===== src/rtl/chacha20_pkg.sv =====
// Shared types and constants for the ChaCha20 keystream consumer.
// Latency: n/a; backpressure: n/a.
package chacha20_pkg;

    localparam int CHACHA_BLOCK_WORDS = 16;
    localparam int CHACHA_WORD_W      = 32;

    typedef enum logic [1:0] {
        ST_IDLE,
        ST_FETCH,
        ST_STREAM,
        ST_HALT
    } xs_state_e;

    // Element i occupies bits [i*32 +: 32], matching chacha20_top's keystream bus.
    typedef logic [CHACHA_BLOCK_WORDS-1:0][CHACHA_WORD_W-1:0] ks_block_t;

endpackage


===== src/rtl/chacha20_ks_buffer.sv =====
// Holds one 512-bit keystream block and walks its 32-bit words in order.
// Latency: current word is combinational from the index; backpressure: advance only on accepted words.
module chacha20_ks_buffer
    import chacha20_pkg::*;
(
    input  logic                     clk,
    input  logic                     reset,
    input  logic                     load_i,
    input  ks_block_t                blk_i,
    input  logic                     advance_i,
    output logic [CHACHA_WORD_W-1:0] word_o,
    output logic                     last_o
);

    ks_block_t  blk_q;
    logic [3:0] idx_q;
    logic [3:0] idx_d;

    // Block contents are don't-care after reset, so they carry no reset.
    always_ff @(posedge clk) begin
        if (load_i) begin
            blk_q <= blk_i;
        end
    end

    always_comb begin
        idx_d = idx_q;
        if (load_i) begin
            idx_d = '0;
        end else if (advance_i) begin
            idx_d = idx_q + 4'd1;
        end
    end

    always_ff @(posedge clk or posedge reset) begin
        if (reset) begin
            idx_q <= '0;
        end else begin
            idx_q <= idx_d;
        end
    end

    assign word_o = blk_q[idx_q];
    assign last_o = (idx_q == 4'(CHACHA_BLOCK_WORDS - 1));

endmodule


===== src/rtl/chacha20_xor_stream.sv =====
// Requests ChaCha20 keystream blocks and XORs them word-by-word into a 32-bit stream.
// Latency: 1 cycle accept-to-out_valid; backpressure: in_ready = !out_valid || out_ready while streaming.
module chacha20_xor_stream
    import chacha20_pkg::*;
#(
    parameter int BLOCK_WORDS    = 16,
    parameter int TIMEOUT_CYCLES = 1023
) (
    input  logic         clk,
    input  logic         reset,
    input  logic         msg_init,
    input  logic [31:0]  init_counter,
    input  logic         in_valid,
    output logic         in_ready,
    input  logic [31:0]  in_data,
    input  logic         in_last,
    output logic         out_valid,
    input  logic         out_ready,
    output logic [31:0]  out_data,
    output logic         out_last,
    output logic         ks_start,
    output logic [31:0]  ks_counter,
    input  logic [511:0] ks_keystream,
    input  logic         ks_done,
    output logic         busy,
    output logic         ctr_err,
    output logic         ks_timeout
);

    localparam int TMO_W = $clog2(TIMEOUT_CYCLES + 1);

    if (BLOCK_WORDS != CHACHA_BLOCK_WORDS) begin : g_bad_block_words
        $error("chacha20_xor_stream: only 16-word blocks are supported");
    end

    xs_state_e    state_q, state_d;
    logic [31:0]  ctr_q, ctr_d;
    logic [TMO_W-1:0] tmo_q, tmo_d;
    logic         ks_start_q, ks_start_d;
    logic         ctr_err_q, ctr_err_d;
    logic         ks_timeout_q, ks_timeout_d;
    logic         out_valid_q, out_valid_d;
    logic [31:0]  out_data_q, out_data_d;
    logic         out_last_q, out_last_d;

    logic         accept;
    logic         buf_load;
    logic [31:0]  buf_word;
    logic         buf_last;

    assign in_ready = (state_q == ST_STREAM) && (!out_valid_q || out_ready);
    assign accept   = in_valid && in_ready;
    assign buf_load = (state_q == ST_FETCH) && ks_done;

    chacha20_ks_buffer u_ks_buffer (
        .clk       (clk),
        .reset     (reset),
        .load_i    (buf_load),
        .blk_i     (ks_keystream),
        .advance_i (accept),
        .word_o    (buf_word),
        .last_o    (buf_last)
    );

    always_comb begin
        state_d      = state_q;
        ctr_d        = ctr_q;
        tmo_d        = tmo_q;
        ks_start_d   = ks_start_q;
        ctr_err_d    = ctr_err_q;
        ks_timeout_d = ks_timeout_q;
        out_valid_d  = out_valid_q;
        out_data_d   = out_data_q;
        out_last_d   = out_last_q;

        case (state_q)
            // Errors are only ever set on the way into HALT, so clearing them here is safe in IDLE too.
            ST_IDLE, ST_HALT: begin
                if (msg_init) begin
                    ctr_d        = init_counter;
                    tmo_d        = '0;
                    ks_start_d   = 1'b1;
                    ctr_err_d    = 1'b0;
                    ks_timeout_d = 1'b0;
                    state_d      = ST_FETCH;
                end
            end
            ST_FETCH: begin
                if (ks_done) begin
                    ks_start_d = 1'b0;
                    tmo_d      = '0;
                    state_d    = ST_STREAM;
                end else if (tmo_q == TMO_W'(TIMEOUT_CYCLES - 1)) begin
                    ks_timeout_d = 1'b1;
                    ks_start_d   = 1'b0;
                    tmo_d        = '0;
                    state_d      = ST_HALT;
                end else begin
                    tmo_d = tmo_q + 1'b1;
                end
            end
            ST_STREAM: begin
                if (accept) begin
                    if (in_last) begin
                        state_d = ST_IDLE;
                    end else if (buf_last) begin
                        if (ctr_q == 32'hFFFF_FFFF) begin
                            ctr_err_d = 1'b1;
                            state_d   = ST_HALT;
                        end else begin
                            ctr_d      = ctr_q + 32'd1;
                            ks_start_d = 1'b1;
                            state_d    = ST_FETCH;
                        end
                    end
                end
            end
            default: state_d = ST_IDLE;
        endcase

        // The output register drains in every state, independent of the FSM.
        if (accept) begin
            out_valid_d = 1'b1;
            out_data_d  = in_data ^ buf_word;
            out_last_d  = in_last;
        end else if (out_ready) begin
            out_valid_d = 1'b0;
        end
    end

    always_ff @(posedge clk or posedge reset) begin
        if (reset) begin
            state_q      <= ST_IDLE;
            ctr_q        <= '0;
            tmo_q        <= '0;
            ks_start_q   <= 1'b0;
            ctr_err_q    <= 1'b0;
            ks_timeout_q <= 1'b0;
            out_valid_q  <= 1'b0;
            out_data_q   <= '0;
            out_last_q   <= 1'b0;
        end else begin
            state_q      <= state_d;
            ctr_q        <= ctr_d;
            tmo_q        <= tmo_d;
            ks_start_q   <= ks_start_d;
            ctr_err_q    <= ctr_err_d;
            ks_timeout_q <= ks_timeout_d;
            out_valid_q  <= out_valid_d;
            out_data_q   <= out_data_d;
            out_last_q   <= out_last_d;
        end
    end

    assign out_valid  = out_valid_q;
    assign out_data   = out_data_q;
    assign out_last   = out_last_q;
    assign ks_start   = ks_start_q;
    assign ks_counter = ctr_q;
    assign ctr_err    = ctr_err_q;
    assign ks_timeout = ks_timeout_q;
    assign busy       = (state_q == ST_FETCH) || (state_q == ST_STREAM);

endmodule


===== config.mk =====
export PLATFORM = sky130hd
export DESIGN_NAME = chacha20_xor_stream
export DESIGN_NICKNAME = d
export VERILOG_FILES = /design/src/rtl/chacha20_pkg.sv /design/src/rtl/chacha20_ks_buffer.sv /design/src/rtl/chacha20_xor_stream.sv
export SDC_FILE = /design/constraint.sdc
export NUM_CORES = 1
export LEC_CHECK = 0
export BUFFER_PORTS_ARGS = -buffer_cell sky130_fd_sc_hd__buf_2
export CAP_MARGIN = 40
export CORE_AREA = 2 2 255 257
export DETAILED_ROUTE_END_ITERATION = 10
export DIE_AREA = 0 0 257 259
export PLACE_DENSITY = 0.74
export SYNTH_ARGS = -nofsm -noshare
export SYNTH_HDL_FRONTEND = slang
export SYNTH_HIERARCHICAL = 1
export SYNTH_SLANG_ARGS = --single-unit

===== constraint.sdc =====
create_clock -name clk -period 12.4 [get_ports clk]
set_input_delay 0.62 -clock clk [delete_from_list [all_inputs] [get_ports clk]]
set_output_delay 0.62 -clock clk [all_outputs]
set_load 0.01 [all_outputs]

==> results by group, run 1 <==
Run status
  • Status: finished clean

Clock tree
  • Total CTS buffers: 61
  • Max Buffers Root-to-Sink: 3
  • Worst-Skew Late Latency: 630 ps
  • # hold bufs at CTS: 1
  • H-tree depth: 2
  • Clock root cell: clkbuf_16
  • Post_cts resized: 0
  • TritonCTS clock tree: built
  • Register clock-pin slew on the reported worst setup and hold paths: 60 ps
  • Post-CTS setup buffer count: 0
  • Clk sink count: 597

Synth
  • Sequential area share after synthesis: 72.8%
  • Synthesized Nets: ~1900
  • Syn Std Cell Area: about 24000 µm²
  • Cell taking the most area after synthesis: edfxtp_1
  • YS warnings: 6
  • Number of distinct library cells after synthesis: 73
  • Synth top cells by count: edfxtp_1, mux4_2, dfrtp_1
  • Post-synthesis compound-gate area fraction: under 10%
  • FF+latch count, synth: 597
  • Largest family of logic cells by synthesized area: multiplexers
  • Top FF cell, synth: edfxtp_1
  • Adder-Cell Fraction of Synth Area: 0.312%
  • Xor/xnor share of the synthesized area: under 10%
  • Cell count after synthesis: 1316
  • Post-synth ARST share: 14.2%
  • Synth Area in Simple Gates: between 4 and 5%
  • Count leader, synth: edfxtp_1
  • Yosys top cell area share: 64.0%
  • Post-synth EDFFs: slightly above 500
  • Avg Inst Size Synth: 18.3 µm²
  • Mux cell area share after synthesis: 12.7%
  • Largest cells by area after synthesis: edfxtp_1, mux4_2, dfrtp_1, mux4_1, o22ai_1

STA
  • Setup TNS: 0 ps
  • Tmin final: between 3000 and 4000 ps
  • Fmax: 297 MHz
  • Relative slew slack: 42.6%
  • Hold Vio Cnt, Final: 0
  • # setup viols final: 0
  • RSZ-0062 raised after global routing: no
  • Fin worst setup slack: 9030 ps
  • Pins Over Slew Limit: 0
  • Period utilisation layout: 27.2%
  • Worst Skew: between 30 and 40 ps
  • Worst-margin pin slew: 838 ps

Floorplan
  • I/O Pins: 654
  • Die height: 259 µm
  • Core Area: 63900 µm²
  • Die ar.: 66600 µm²
  • Rows: 93
  • Initial Utilization: 37.6%
  • DIE WIDTH: 257 µm

Placement
  • DP Worst Slack: 8950 ps
  • Hpwl dp: 50300 µm
  • GPL Wtd Cong: 0.942
  • Port Buf Inserts: 653

Route
  • First-iteration detailed-routing DRC count: 1486
  • WL final: 68200 µm
  • ANT nets after route: 0
  • Routed len/inst: 23.5 µm
  • Post-route DRC: 0
  • 1st-pass router iterations: 5
  • Vias post-DR: 15200
  • DR vias/cell: roughly 5.2

Worst hold path
  • Min-Delay Path Class: in -> reg

GRT
  • Number of global-route vias before repair: approximately 16000
  • First-pass GRT wire length: 99100 µm
  • GRT Total Usage: 20.0%
  • Initial antenna violation count: 22
  • GR Overflow Total: 0
  • Largest net degree at the start of global routing: 78

Power and ir drop
  • Worst VDD drop: 0.158 mV
  • Clk pwr share: 31.3%
  • Pint: 4.47 mW
  • Net switching power: 1.79 mW
  • Sequential Power Share: 47.1%
  • Total chip power: ~6.3 mW
  • Comb pwr share: 21.6%
  • Switch share: around 29%
  • P_leak: 11.4 nW
  • Pwr dens: a little over 200 nW/µm²

Final layout
  • Fillers: 5350
  • Multi-input logic area: 6010 µm²
  • Layout cell share with drive strength beyond 1: between 40% and 50%
  • Nets: 2573
  • Register area: 17500 µm²
  • Area Growth Syn to Fin: 26.9%

Critical path
  • WP data required: 12650 ps
  • FF-to-FF path depth: 6
  • Worst Setup SP: state_q[1]$_DFFE_PP0P_
  • Crit path DAT: 3620 ps
  • R2r setup slk: 9030 ps
  • Crit end category: flip-flop
  • Startpoint types: flip-flop
  • Critical path class: reg -> reg
  • Max FO, Critical Path: between 60 and 70
  • CP endpoint: u_ks_buffer/blk_q[143]$_DFFE_PP_
  • RR Endpoint: u_ks_buffer/blk_q[143]$_DFFE_PP_
  • Worst flop-to-flop path startpoint: state_q[1]$_DFFE_PP0P_

Run
  • MaxCap Viol Count: 0
logic make-up (layout without fill, tap and decap cells):
kind of cell	Yosys count	count (layout)
flops	597	597
mux	135	135
xor+xnor	40	40
compound gates	210	210
other cells	0	18
fa+ha+maj	6	6
buf+inv	91	811
simple gates	237	237
per-layer routing:
layer,wire length (µm),track usage [%],up-vias
met3,5950,4.90,150
met1,25500,24.7,7491
met2,34600,34.4,877
li1,-,-,6710
met4,2080,6.96,16
met5,84,0,-
area by class of cell:
type | count | share of cell area, %
Tap cell | 855 | 3.51
Sequential cell | 597 | 57.4
Clock inverter | 39 | 1.75
Inverter | 18 | 0.230
Clock buffer | 76 | 5.39
Multi-Input combinational cell | 628 | 19.7
Antenna cell | 18 | 0.148
Timing Repair Buffer | 678 | 11.9
stage by stage:
stage	cell area, µm²	std cells	util, %	hold WS, ps
6_report	30500	2909	47.8	157
5_1_grt	30500	2901	47.7	114
4_1_cts	30400	2890	47.7	100
3_5_place_dp	28300	2774	44.2	465
3_3_place_gp	28000	2765	43.9	459
2_1_floorplan	24000	1316	-	386
critical path, cell delays in order, from the launching register on:
cell and delay, ps:
dfrtp_1 400, inv_1 60, ha_1 250, and2_4 420, buf_16 290, buf_4 700
buf_4 760
worst min path at each step:
stage,slack [ps],endpoint,depth (start not counted),start
2_1_floorplan,390,u_ks_buffer/idx_q[0]$_DFFE_PP0P_,1,reset
3_3_place_gp,460,out_data[15]$_DFFE_PP0P_,2,out_data[15]$_DFFE_PP0P_
3_5_place_dp,460,out_data[3]$_DFFE_PP0P_,2,out_data[3]$_DFFE_PP0P_
4_1_cts,100,u_ks_buffer/blk_q[159]$_DFFE_PP_,1,ks_keystream[159]
5_1_grt,110,u_ks_buffer/blk_q[89]$_DFFE_PP_,1,ks_keystream[89]
6_report,160,u_ks_buffer/blk_q[200]$_DFFE_PP_,1,ks_keystream[200]
state kept, by name, indices dropped and copies added, names as in the netlist, 2 cells and up:
name,cells
state_q,2
tmo_q,10
out_data,32
u_ks_buffer/idx_q,4
ks_counter,32
u_ks_buffer/blk_q,512
power by group through the flow:
| stage | Sequential, mW | Clock, mW | Combinational [mW] |
|---|---|---|---|
| after floorplan | 3.04 | 0 | 0.877 |
| after global placement | 2.97 | 0 | 1.28 |
| after detailed placement | 2.99 | 0 | 1.35 |
| after CTS | 2.95 | 2.00 | 1.35 |
| after global routing | 3.00 | 2.07 | 1.47 |
| final | 2.95 | 1.96 | 1.35 |
cells in the final DEF (no fill, tap or decap), drive strengths merged, types with 5 or more instances in the layout:
cell and n:
a21oi 36, a2bb2oi 6, and2 5, and3 5
and4 5, buf 677, bufinv 11, clkbuf 76
clkinv 23, dfrtp 85, diode 18, edfxtp 512
ha 6, inv 21, mux2i 5, mux4 128
nand2 76, nand2b 6, nand3 26, nand4 14
nor2 65, nor3 8, nor4 7, o21ai 48
o22ai 79, or3 9, xnor2 36
No activity file was read; power rests on OpenSTA's default activity.
==> run 2, diff against run 1 <==
CORE_AREA = 2 2 258 260   (was 2 2 255 257)
DIE_AREA = 0 0 260 262   (was 0 0 257 259)
PLACE_DENSITY = 0.7   (was 0.74)
clock period = 3.15 ns   (was 12.4 ns; I/O delays follow)
==> run 2 against run 1 <==
- register-to-register slack lost 8500 ps
- routed wire length is 25% higher
- cell count increased by 21%
- worst setup slack lost 8500 ps
- combinational power grew to 4.6 times the previous value
==> results by group, run 2 (same netlist as run 1, synthesis figures left out) <==
Final layout
  • Post-route insts no fill: 3511 (was 2909)
  • Register area: 17500 µm² (unchanged)
  • Area Growth Syn to Fin: 51.0% (was 26.9%)
  • Fillers: 4911 (was 5350)
  • Max reg flops: 512 (unchanged)
  • Nets: 3169 (was 2573)
  • Post-route cell area: 36300 µm² (was 30500 µm²)
  • Commonest non-fill, non-tap cell in the layout: buf_2 (unchanged)
  • Largest Register: u_ks_buffer/blk_q (unchanged)
  • Layout cell share with drive strength beyond 1: 34.8% (was 44.2%)
  • Multi-input logic area: 6030 µm² (was 6010 µm²)
  • Most frequent cells in the layout: buf_2, dlygate4sd3_1, edfxtp_1 (was buf_2, edfxtp_1, mux4_2)

GRT
  • Met1 GRT Util: 28.7% (was 24.7%)
  • First-pass GRT wire length: 123000 µm (was 99100 µm)
  • GR Overflow Total: 0 (unchanged)
  • Largest net degree at the start of global routing: 75 (was 78)
  • Met2 Use GR: 42.2% (was 34.4%)
  • GRT Total Usage: 24.4% (was 20.0%)
  • Number of global-route vias before repair: 20100 (was 15800)
  • GR Util met3: 6.49% (was 4.90%)
  • GR peak layer: met2 (unchanged)
  • Initial antenna violation count: 15 (was 22)

STA
  • Worst Skew: 42.3 ps (was 34.4 ps)
  • Fmax: 383 MHz (was 297 MHz)
  • # setup viols final: 0 (unchanged)
  • RSZ-0062 raised after global routing: no (unchanged)
  • Relative slew slack: 38.1% (was 42.6%)
  • Worst-margin pin slew: 903 ps (was 838 ps)
  • Hold Vio Cnt, Final: 0 (unchanged)
  • Tmin final: 2610 ps (was 3370 ps)
  • Fin worst setup slack: 538 ps (was 9030 ps)
  • Pins Over Slew Limit: 0 (unchanged)
  • Period utilisation layout: 82.9% (was 27.2%)
  • Worst Hold Margin: 79.1 ps (was 157 ps)

Critical path
  • WP data required: 3600 ps (was 12650 ps)
  • Max FO, Critical Path: 41 (was 65)
  • Crit path DAT: 3070 ps (was 3620 ps)
  • Startpoint types: flip-flop (unchanged)
  • Critical path class: reg -> reg (unchanged)
  • Crit end category: flip-flop (unchanged)

Route
  • WL final: 85400 µm (was 68200 µm)
  • ANT nets after route: 0 (unchanged)
  • 1st-pass router iterations: 6 (was 5)
  • Post-route DRC: 0 (unchanged)
  • DR vias/cell: 5.23 (was 5.24)
  • Vias post-DR: 18400 (was 15200)
  • Routed len/inst: 24.3 µm (was 23.5 µm)
  • First-iteration detailed-routing DRC count: 1937 (was 1486)

Floorplan
  • Initial Utilization: 36.8% (was 37.6%)
  • Core Area: 65300 µm² (was 63900 µm²)
  • Die height: 262 µm (was 259 µm)
  • Rows: 94 (was 93)
  • I/O Pins: 654 (unchanged)
  • DIE WIDTH: 260 µm (was 257 µm)
  • Die ar.: 68100 µm² (was 66600 µm²)

Clock tree
  • Worst-Skew Late Latency: 630 ps (about the same)
  • TritonCTS clock tree: built (unchanged)
  • Total CTS buffers: 66 (was 61)
  • Clk sink count: 597 (unchanged)
  • Clock root cell: clkbuf_16 (unchanged)
  • Max Buffers Root-to-Sink: 3 (unchanged)
  • Post_cts resized: 0 (unchanged)
  • Register clock-pin slew on the reported worst setup and hold paths: 60 ps (about the same)
  • H-tree depth: 3 (was 2)

Placement
  • Placement Cell Area: 28400 µm² (was 28300 µm²)
  • Port Buf Inserts: 653 (unchanged)
  • Hpwl dp: 52300 µm (was 50300 µm)
  • GPL Wtd Cong: 0.910 (was 0.942)
  • Placed cells: 2799 (was 2774)
  • DP Worst Slack: 583 ps (was 8950 ps)

Power and ir drop
  • P_leak: 13.8 nW (was 11.4 nW)
  • Total chip power: 25.6 mW (was 6.27 mW)
  • Pwr dens: 705 nW/µm² (was 205 nW/µm²)
  • Worst VDD drop: 0.587 mV (was 0.158 mV)

Worst hold path
  • Min-Delay Path Class: in -> reg (unchanged)

Run status
  • Status: finished clean (unchanged)

Run
  • MaxCap Viol Count: 0 (unchanged)
[run 2: path summary, 6_finish.rpt]
kind / slack [ps] / cells past startpoint / start / endpoint
max in group asynchronous: 2220 / 4 / reset / out_data[13]$_DFFE_PP0P_
worst max-delay path: 540 / 6 / u_ks_buffer/idx_q[1]$_DFFE_PP0P_ / out_data[12]$_DFFE_PP0P_
worst min-delay path: 80 / 5 / init_counter[31] / ks_counter[31]$_DFFE_PP0P_
worst min register to register: 480 / 2 / out_data[2]$_DFFE_PP0P_ / out_data[2]$_DFFE_PP0P_
min in group asynchronous: 90 / 3 / reset / u_ks_buffer/idx_q[3]$_DFFE_PP0P_
worst max register to register: 540 / 6 / u_ks_buffer/idx_q[1]$_DFFE_PP0P_ / out_data[12]$_DFFE_PP0P_
[run 2: area by class of cell]
class / instances / share of cell area (%)
Sequential cell: 597 / 48.2
Timing Repair Buffer: 1269 / 26.0
Multi-Input combinational cell: 628 / 16.6
Clock buffer: 85 / 4.77
Tap cell: 864 / 2.98
Clock inverter: 36 / 1.08
Inverter: 18 / 0.193
Antenna cell: 14 / 0.0965
[run 2: timing repair]
action,4_1_cts,5_1_grt
hold buffers,577,0
buffers inserted,0,0
endpoints found under the hold margin,664,0
[run 2: worst max-delay path, cell delays in order (launching register included)]
cell	delay, ps
dfrtp_4	640
buf_12	340
mux4_1	600
o22ai_1	370
nor2_1	130
xnor2_1	220
o21ai_0	110
[run 2: layer usage]
layer,vias up,routed length [µm],share of wire (%)
met5,-,34,0.040
met4,6,3180,3.7
met3,232,7470,8.7
met2,1164,43600,51
met1,9079,31100,36
li1,7887,-,-
[run 2: power breakdown]
group	internal [mW]	switching (mW)	total [mW]
registers	10.7	1.01	11.7
logic	2.81	3.44	6.25
clock network	4.24	3.42	7.66
[run 2: metrics by stage]
| step | TNS [ps] | util, % |
|---|---|---|
| global placement | 0 | 43.5 |
| floorplan | -751320 | - |
| finish | 0 | 55.6 |
| CTS | 0 | 55.6 |
| global route | 0 | 55.6 |
| detailed placement | 0 | 43.5 |
